<file path="src/rtl/snake_tick_ctrl.sv">
// snake_tick_ctrl: move-tick generator, direction arbiter and play-state FSM for the snake datapath.
// Build macro SNAKE_SPEEDUP_EN: each food eaten shortens the move period, floored at MIN_DIV.
module snake_tick_ctrl #(
    parameter logic [23:0] TICK_DIV = 24'd5_000_000,
    parameter logic [23:0] MIN_DIV  = 24'd1_000_000,
    parameter logic [23:0] DIV_STEP = 24'd250_000
) (
    input  logic       clk,
    input  logic       rst,
    input  logic       start,
    input  logic [3:0] btn,
    input  logic [9:0] length,
    input  logic       is_end,
    input  logic       bite_self,
    input  logic       eat,
    output logic       move_rst,
    output logic       vld,
    output logic [3:0] way,
    output logic       pixel_done,
    output logic       game_over,
    output logic       overrun
);

    typedef enum logic [2:0] {
        S_IDLE,
        S_WAIT_TICK,
        S_MOVE,
        S_BODY,
        S_OVER
    } state_t;

    state_t      r_state;
    state_t      w_next;
    logic        w_start_game;
    logic        w_active;
    logic        w_wrap;
    logic        w_take_tick;
    logic        w_wd_expired;
    logic        w_btn_ok;
    logic [23:0] w_period;
    logic [23:0] r_cnt;
    logic [23:0] r_cur_period;
    logic        r_tick_pend;
    logic        r_is_end;
    logic [10:0] r_wd;
    logic [3:0]  r_way;
    logic [3:0]  r_pend_dir;
    logic        r_move_rst;
    logic        r_vld;
    logic        r_pixel_done;
    logic        r_game_over;
    logic        r_overrun;

    function automatic logic f_onehot(input logic [3:0] d);
        return (d != 4'b0000) && ((d & (d - 4'd1)) == 4'b0000);
    endfunction

    // right<->left and up<->down swap bit pairs
    function automatic logic [3:0] f_reverse(input logic [3:0] d);
        return {d[2], d[3], d[0], d[1]};
    endfunction

    assign w_active     = (r_state == S_WAIT_TICK) || (r_state == S_MOVE) || (r_state == S_BODY);
    assign w_wrap       = w_active && (r_cnt == r_cur_period - 24'd1);
    assign w_take_tick  = (r_state == S_WAIT_TICK) && (w_next == S_MOVE);
    assign w_wd_expired = (r_wd == ({1'b0, length} + 11'd3));
    assign w_btn_ok     = f_onehot(btn) && (btn != f_reverse(r_way));

`ifdef SNAKE_SPEEDUP_EN
    logic [23:0] r_period;

    function automatic logic [23:0] f_sat_dec(input logic [23:0] p);
        if ({1'b0, p} >= ({1'b0, MIN_DIV} + {1'b0, DIV_STEP}))
            return p - DIV_STEP;
        else if (p > MIN_DIV)
            return MIN_DIV;
        else
            return p;
    endfunction

    always_ff @(posedge clk or negedge rst) begin
        if (!rst)
            r_period <= TICK_DIV;
        else if (w_start_game)
            r_period <= TICK_DIV;
        else if (w_active && eat)
            r_period <= f_sat_dec(r_period);
    end

    assign w_period = r_period;
`else
    logic w_unused;
    assign w_unused = ^{eat, MIN_DIV, DIV_STEP};
    assign w_period = TICK_DIV;
`endif

    always_comb begin
        w_next       = r_state;
        w_start_game = 1'b0;
        case (r_state)
            S_IDLE: begin
                if (start) begin
                    w_next       = S_WAIT_TICK;
                    w_start_game = 1'b1;
                end
            end
            S_WAIT_TICK: begin
                if (bite_self)
                    w_next = S_OVER;
                else if (r_tick_pend)
                    w_next = S_MOVE;
            end
            S_MOVE: begin
                w_next = bite_self ? S_OVER : S_BODY;
            end
            S_BODY: begin
                if (bite_self)
                    w_next = S_OVER;
                else if (r_is_end || w_wd_expired)
                    w_next = S_WAIT_TICK;
            end
            S_OVER: begin
                if (start)
                    w_next = S_IDLE;
            end
            default: w_next = S_IDLE;
        endcase
    end

    always_ff @(posedge clk or negedge rst) begin
        if (!rst) begin
            r_state  <= S_IDLE;
            r_is_end <= 1'b0;
            r_wd     <= 11'd0;
        end else begin
            r_state  <= w_next;
            r_is_end <= is_end;
            r_wd     <= (r_state == S_BODY) ? r_wd + 11'd1 : 11'd0;
        end
    end

    // The active period is latched at each wrap so a speed-up never truncates a running count.
    always_ff @(posedge clk or negedge rst) begin
        if (!rst) begin
            r_cnt        <= 24'd0;
            r_cur_period <= TICK_DIV;
            r_tick_pend  <= 1'b0;
            r_overrun    <= 1'b0;
        end else if (w_start_game) begin
            r_cnt        <= 24'd0;
            r_cur_period <= TICK_DIV;
            r_tick_pend  <= 1'b0;
            r_overrun    <= 1'b0;
        end else if (w_wrap) begin
            r_cnt        <= 24'd0;
            r_cur_period <= w_period;
            r_tick_pend  <= 1'b1;
            if (r_tick_pend && !w_take_tick)
                r_overrun <= 1'b1;
        end else if (w_active) begin
            r_cnt <= r_cnt + 24'd1;
            if (w_take_tick)
                r_tick_pend <= 1'b0;
        end
    end

    always_ff @(posedge clk or negedge rst) begin
        if (!rst) begin
            r_way      <= 4'b1000;
            r_pend_dir <= 4'b1000;
        end else if (w_start_game) begin
            r_way      <= 4'b1000;
            r_pend_dir <= 4'b1000;
        end else begin
            if (w_btn_ok)
                r_pend_dir <= btn;
            if (w_take_tick && (r_pend_dir != f_reverse(r_way)))
                r_way <= r_pend_dir;
        end
    end

    always_ff @(posedge clk or negedge rst) begin
        if (!rst) begin
            r_move_rst   <= 1'b1;
            r_vld        <= 1'b0;
            r_pixel_done <= 1'b0;
            r_game_over  <= 1'b0;
        end else begin
            r_move_rst   <= (w_next == S_IDLE);
            r_vld        <= (w_next == S_MOVE);
            r_pixel_done <= (w_next == S_BODY);
            if (w_start_game)
                r_game_over <= 1'b0;
            else if (w_next == S_OVER)
                r_game_over <= 1'b1;
        end
    end

    assign move_rst   = r_move_rst;
    assign vld        = r_vld;
    assign way        = r_way;
    assign pixel_done = r_pixel_done;
    assign game_over  = r_game_over;
    assign overrun    = r_overrun;

endmodule
</file>
<file path="config.mk">
export PLATFORM = sky130hd
export DESIGN_NAME = snake_tick_ctrl
export DESIGN_NICKNAME = d
export VERILOG_FILES = /design/src/rtl/snake_tick_ctrl.sv
export SDC_FILE = /design/constraint.sdc
export NUM_CORES = 1
export LEC_CHECK = 0
export ABC_CLOCK_PERIOD_IN_PS = 4500
export BUFFER_PORTS_ARGS = -buffer_cell sky130_fd_sc_hd__buf_2
export CAP_MARGIN = 20
export CORE_AREA = 2 2 77 79
export CTS_CLUSTER_SIZE = 30
export DETAILED_ROUTE_END_ITERATION = 6
export DIE_AREA = 0 0 79 81
export HOLD_SLACK_MARGIN = 0.05
export MAX_ROUTING_LAYER = met4
export PLACE_DENSITY = 0.82
export SYNTH_ARGS = -nofsm -noshare
export SYNTH_HDL_FRONTEND = slang
export SYNTH_SLANG_ARGS = --single-unit
</file>
<file path="constraint.sdc">
create_clock -name clk -period 4.5 [get_ports clk]
set_input_delay 0.45 -clock clk [delete_from_list [all_inputs] [get_ports clk]]
set_output_delay 0.45 -clock clk [all_outputs]
set_load 0.05 [all_outputs]
</file>
==> metrics.md <==
| Metric | Value |
|---|---|
| Max incr delay on CP | 0.57 ns |
| Worst vdd ir | approximately 0.23 mV |
| CTS Buf Count | 5 |
| PD cells | 369 nW/um^2 |
| Number of global-route vias before repair | 2339 |
| Dpl cells | 424 |
| Post-synth top flop | dfrtp_1 |
| Most frequent cells in the layout | dfrtp_1 (50), nor2_1 (47), xor2_1 (29) |
| Clock buffer depth | 2 |
| XOR/XNOR Fraction of Synth Area | 12.9% |
| Number of routed nets with antenna violations | 0 |
| Fill cell count | between 400 and 500 |
| Worst slew pin tran | 1.03 ns |
| Vias per inst | 5.82 |
| Simple-Gate Fraction of Synth Area | 24.5% |
| Setup crit end kind | register |
| Yosys Warn Count | 0 |
| Layout area overhead | 9.55% |
| DR pass1 iterations | 4 |
| R2R depth | 6 |
| Port buffer count | 27 |
| Synth Area in Compound Gates | around 13% |
| Top cell by count, worst path | nand2_1 |
| Synth unique cells | 53 |
| Status | finished, final reports clean |
| Adder-Cell Fraction of Synth Area | 1.23% |
| Post-synth EDFFs | 0 |
| First-pass GRT wire length | 10600 um |
| Die width | between 70 and 80 um |
| DR vias | between 2000 and 3000 |
| LEAKAGE | 1.48 nW |
| Relative slew slack | roughly 30% |
| Initial cell density of the core | between 50% and 60% |
| Final non-filler cell total | around 430 |
| Period utilization | 50.0% |
| Die Height | between 80 and 90 um |
| Worst reg-to-reg setup slack | 2.25 ns |
| Max Slew Vio Count | 0 |
| Post-Syn Instances | 335 |
| Worst Setup Path Type | register to register |
| HP Class | primary input to asynchronous set/reset pin |
| Post-CTS Setup Bufs | 0 |
| Iteration-0 DRC Markers | between 150 and 200 |
| H-tree depth | 2 |
| Mux cell area share after synthesis | 1.31% |
| Synth Cell Area | 3050 sq um |
| Critical Path Source Type | register |
| CTS tree | done |
| Layout Skew | 0.0139 ns |
| CP Data Required Time | 4.68 ns |
| F_max | 0.445 GHz |
| GPL Wtd Cong | 0.868 |
| CTS clock-pin slew for the worst setup and hold paths | 0.10 ns |
| Clk Latency, worst-skew pair | 0.31 ns |
| Arr. time, crit path | around 2.4 ns |
| Drt wl/cell | between 10 and 15 um |
| Final setup fails | 0 |
| Max_cap viols | 0 |
| Register area | 1330 sq um |
| Multi-input gate area | 1610 sq um |
| Largest net degree at the start of global routing | 54 |
| Initial antenna violation count | 0 |
| RSZ-0062 raised after global routing | false |
| Sequential fraction of the synthesis area | 43.6% |
| Die area | 6400 sq um |
| Root Buffer | clkbuf_8 |
| Layout cells sized above 1 | 12.3% |
| # DRC | 0 |
| Ports | 29 |
| Overflow left after global routing | 0 |
| Clock Sinks | 53 |
| Hold Violations, Final | 0 |
| Routed wire length | about 6200 um |
| Post-CTS Resized | 0 |
| Worst r2r src | r_cnt[0] |
| Num rows | 28 |
| Slowest-stage cell, CP | or4_4 |
| Setup TNS | 0 ns |
| Seq cells post-synth | 53 |
| Syn nets | ~360 |
| Antenna Cells | 0 |
| CP max FO | 15 |
| Nets | 379 |
| Most common cell after layout, fill and taps aside | dfrtp_1 |
| Min cycle time layout | 2.25 ns |
| Post-CTS Hold Buffers | 0 |
| Mean area per synthesized cell | 9.11 sq um |
| Core Box Area | 5680 sq um |
| Main combinational cell family by area after synthesis | simple AND/OR/NAND/NOR gates |
| R2r endpoint | r_cnt[11] |
| Synth async-reset ratio | 100% |
| DP HPWL | 4450 um |
| GRT Overall Usage | approximately a fifth |
| CP Cell Sequence | ha_1, nand2_1, or4_4, or2_2, nand2_1, nor2_1 |
[worst max-delay path, delay by kind of cell (launching register included)]
| family | cells | cell delay (ns) |
|---|---|---|
| AND/OR/NAND/NOR | 5 | 1.52 |
| flip-flops | 1 | 0.41 |
| adder cells (fa/ha/maj) | 1 | 0.18 |
[how the worst max path moves through the flow]
stage / from / depth (start not counted) / end / slack, ns
3_5_place_dp: r_cnt[0] / 6 / r_cnt[11] / 2.28
3_3_place_gp: r_cnt[0] / 6 / r_cnt[3] / 2.32
2_1_floorplan: r_cnt[0] / 7 / r_cnt[17] / 2.52
6_report: r_cnt[0] / 6 / r_cnt[11] / 2.25
4_1_cts: r_cnt[0] / 6 / r_cnt[11] / 2.25
5_1_grt: r_cnt[0] / 6 / r_cnt[5] / 2.10
[cell type report]
cell class	instances	share of cell area [%]
Sequential cell	53	39.8
Inverter	13	1.46
Timing Repair Buffer	28	4.26
Clock inverter	3	1.38
Tap cell	75	2.81
Multi-Input combinational cell	255	48.3
Clock buffer	5	2.06
[flip-flops by register name, summed over array words and instances, names as in the netlist]
register     count
game_over        1
move_rst         1
overrun          1
pixel_done       1
r_cnt           24
r_is_end         1
r_pend_dir       4
r_state          3
r_tick_pend      1
r_wd            11
vld              1
way              4
[cells in the mapped netlist (2+ instances only)]
master | count | area share, %
a211o_1 | 3 | 0.86
a21o_1 | 2 | 0.49
a21oi_1 | 6 | 0.98
a311oi_1 | 2 | 0.57
a31oi_1 | 6 | 1.2
and2_1 | 4 | 0.82
and3_1 | 9 | 1.8
and4_1 | 2 | 0.57
buf_2 | 3 | 0.49
clkbuf_1 | 10 | 1.2
dfrtp_1 | 50 | 41
dfstp_2 | 3 | 2.6
ha_1 | 3 | 1.2
inv_1 | 13 | 1.6
mux2i_1 | 4 | 1.3
nand2_1 | 24 | 3.0
nand2b_1 | 2 | 0.41
nand3_1 | 14 | 2.3
nand3b_1 | 3 | 0.74
nand4_1 | 12 | 2.5
nor2_1 | 47 | 5.8
nor2b_1 | 4 | 0.82
nor3_1 | 6 | 0.98
nor4_1 | 6 | 1.2
nor4b_1 | 2 | 0.57
o211ai_1 | 4 | 0.98
o21a_1 | 4 | 0.98
o21ai_0 | 14 | 2.3
o21bai_1 | 3 | 0.74
or2_2 | 2 | 0.41
or4_1 | 3 | 0.74
xnor2_1 | 16 | 4.6
xor2_1 | 29 | 8.3
[power by group]
part | internal, mW | switching [mW] | total (mW)
clock | 0.167 | 0.158 | 0.324
sequential | 0.535 | 0.0600 | 0.595
combinational | 0.105 | 0.209 | 0.313
total | 0.806 | 0.427 | 1.23
[metrics by stage]
step	area (sq um)	hold WS, ns	power [mW]	setup WS, ns	utilization, %
CTS	3340	0.233	1.24	2.25	58.9
finish	3340	0.240	1.23	2.25	58.9
global placement	3230	0.485	0.897	2.32	56.9
floorplan	3050	0.154	0.833	2.52	-
detailed placement	3230	0.484	0.912	2.28	56.9
global route	3340	0.225	1.30	2.10	58.9
[logic make-up after synthesis]
logic type,count (synthesis)
xor gates and xnor gates,45
buffers and inverters,27
and+or+nand+nor,146
muxes,4
DFF,53
adders and majority gates,3
AOI/OAI and AO/OA,57
[routing by layer]
| metal | vias to the layer above | track usage, % | share of wire, % |
|---|---|---|---|
| met1 | 1227 | 27.8 | 45 |
| met2 | 56 | 34.7 | 50 |
| met4 | 0 | 6.03 | 0.50 |
| met5 | - | - | 0 |
| met3 | 4 | 3.44 | 4.6 |
| li1 | 1229 | - | - |
Power figures use the tool's default switching activity.
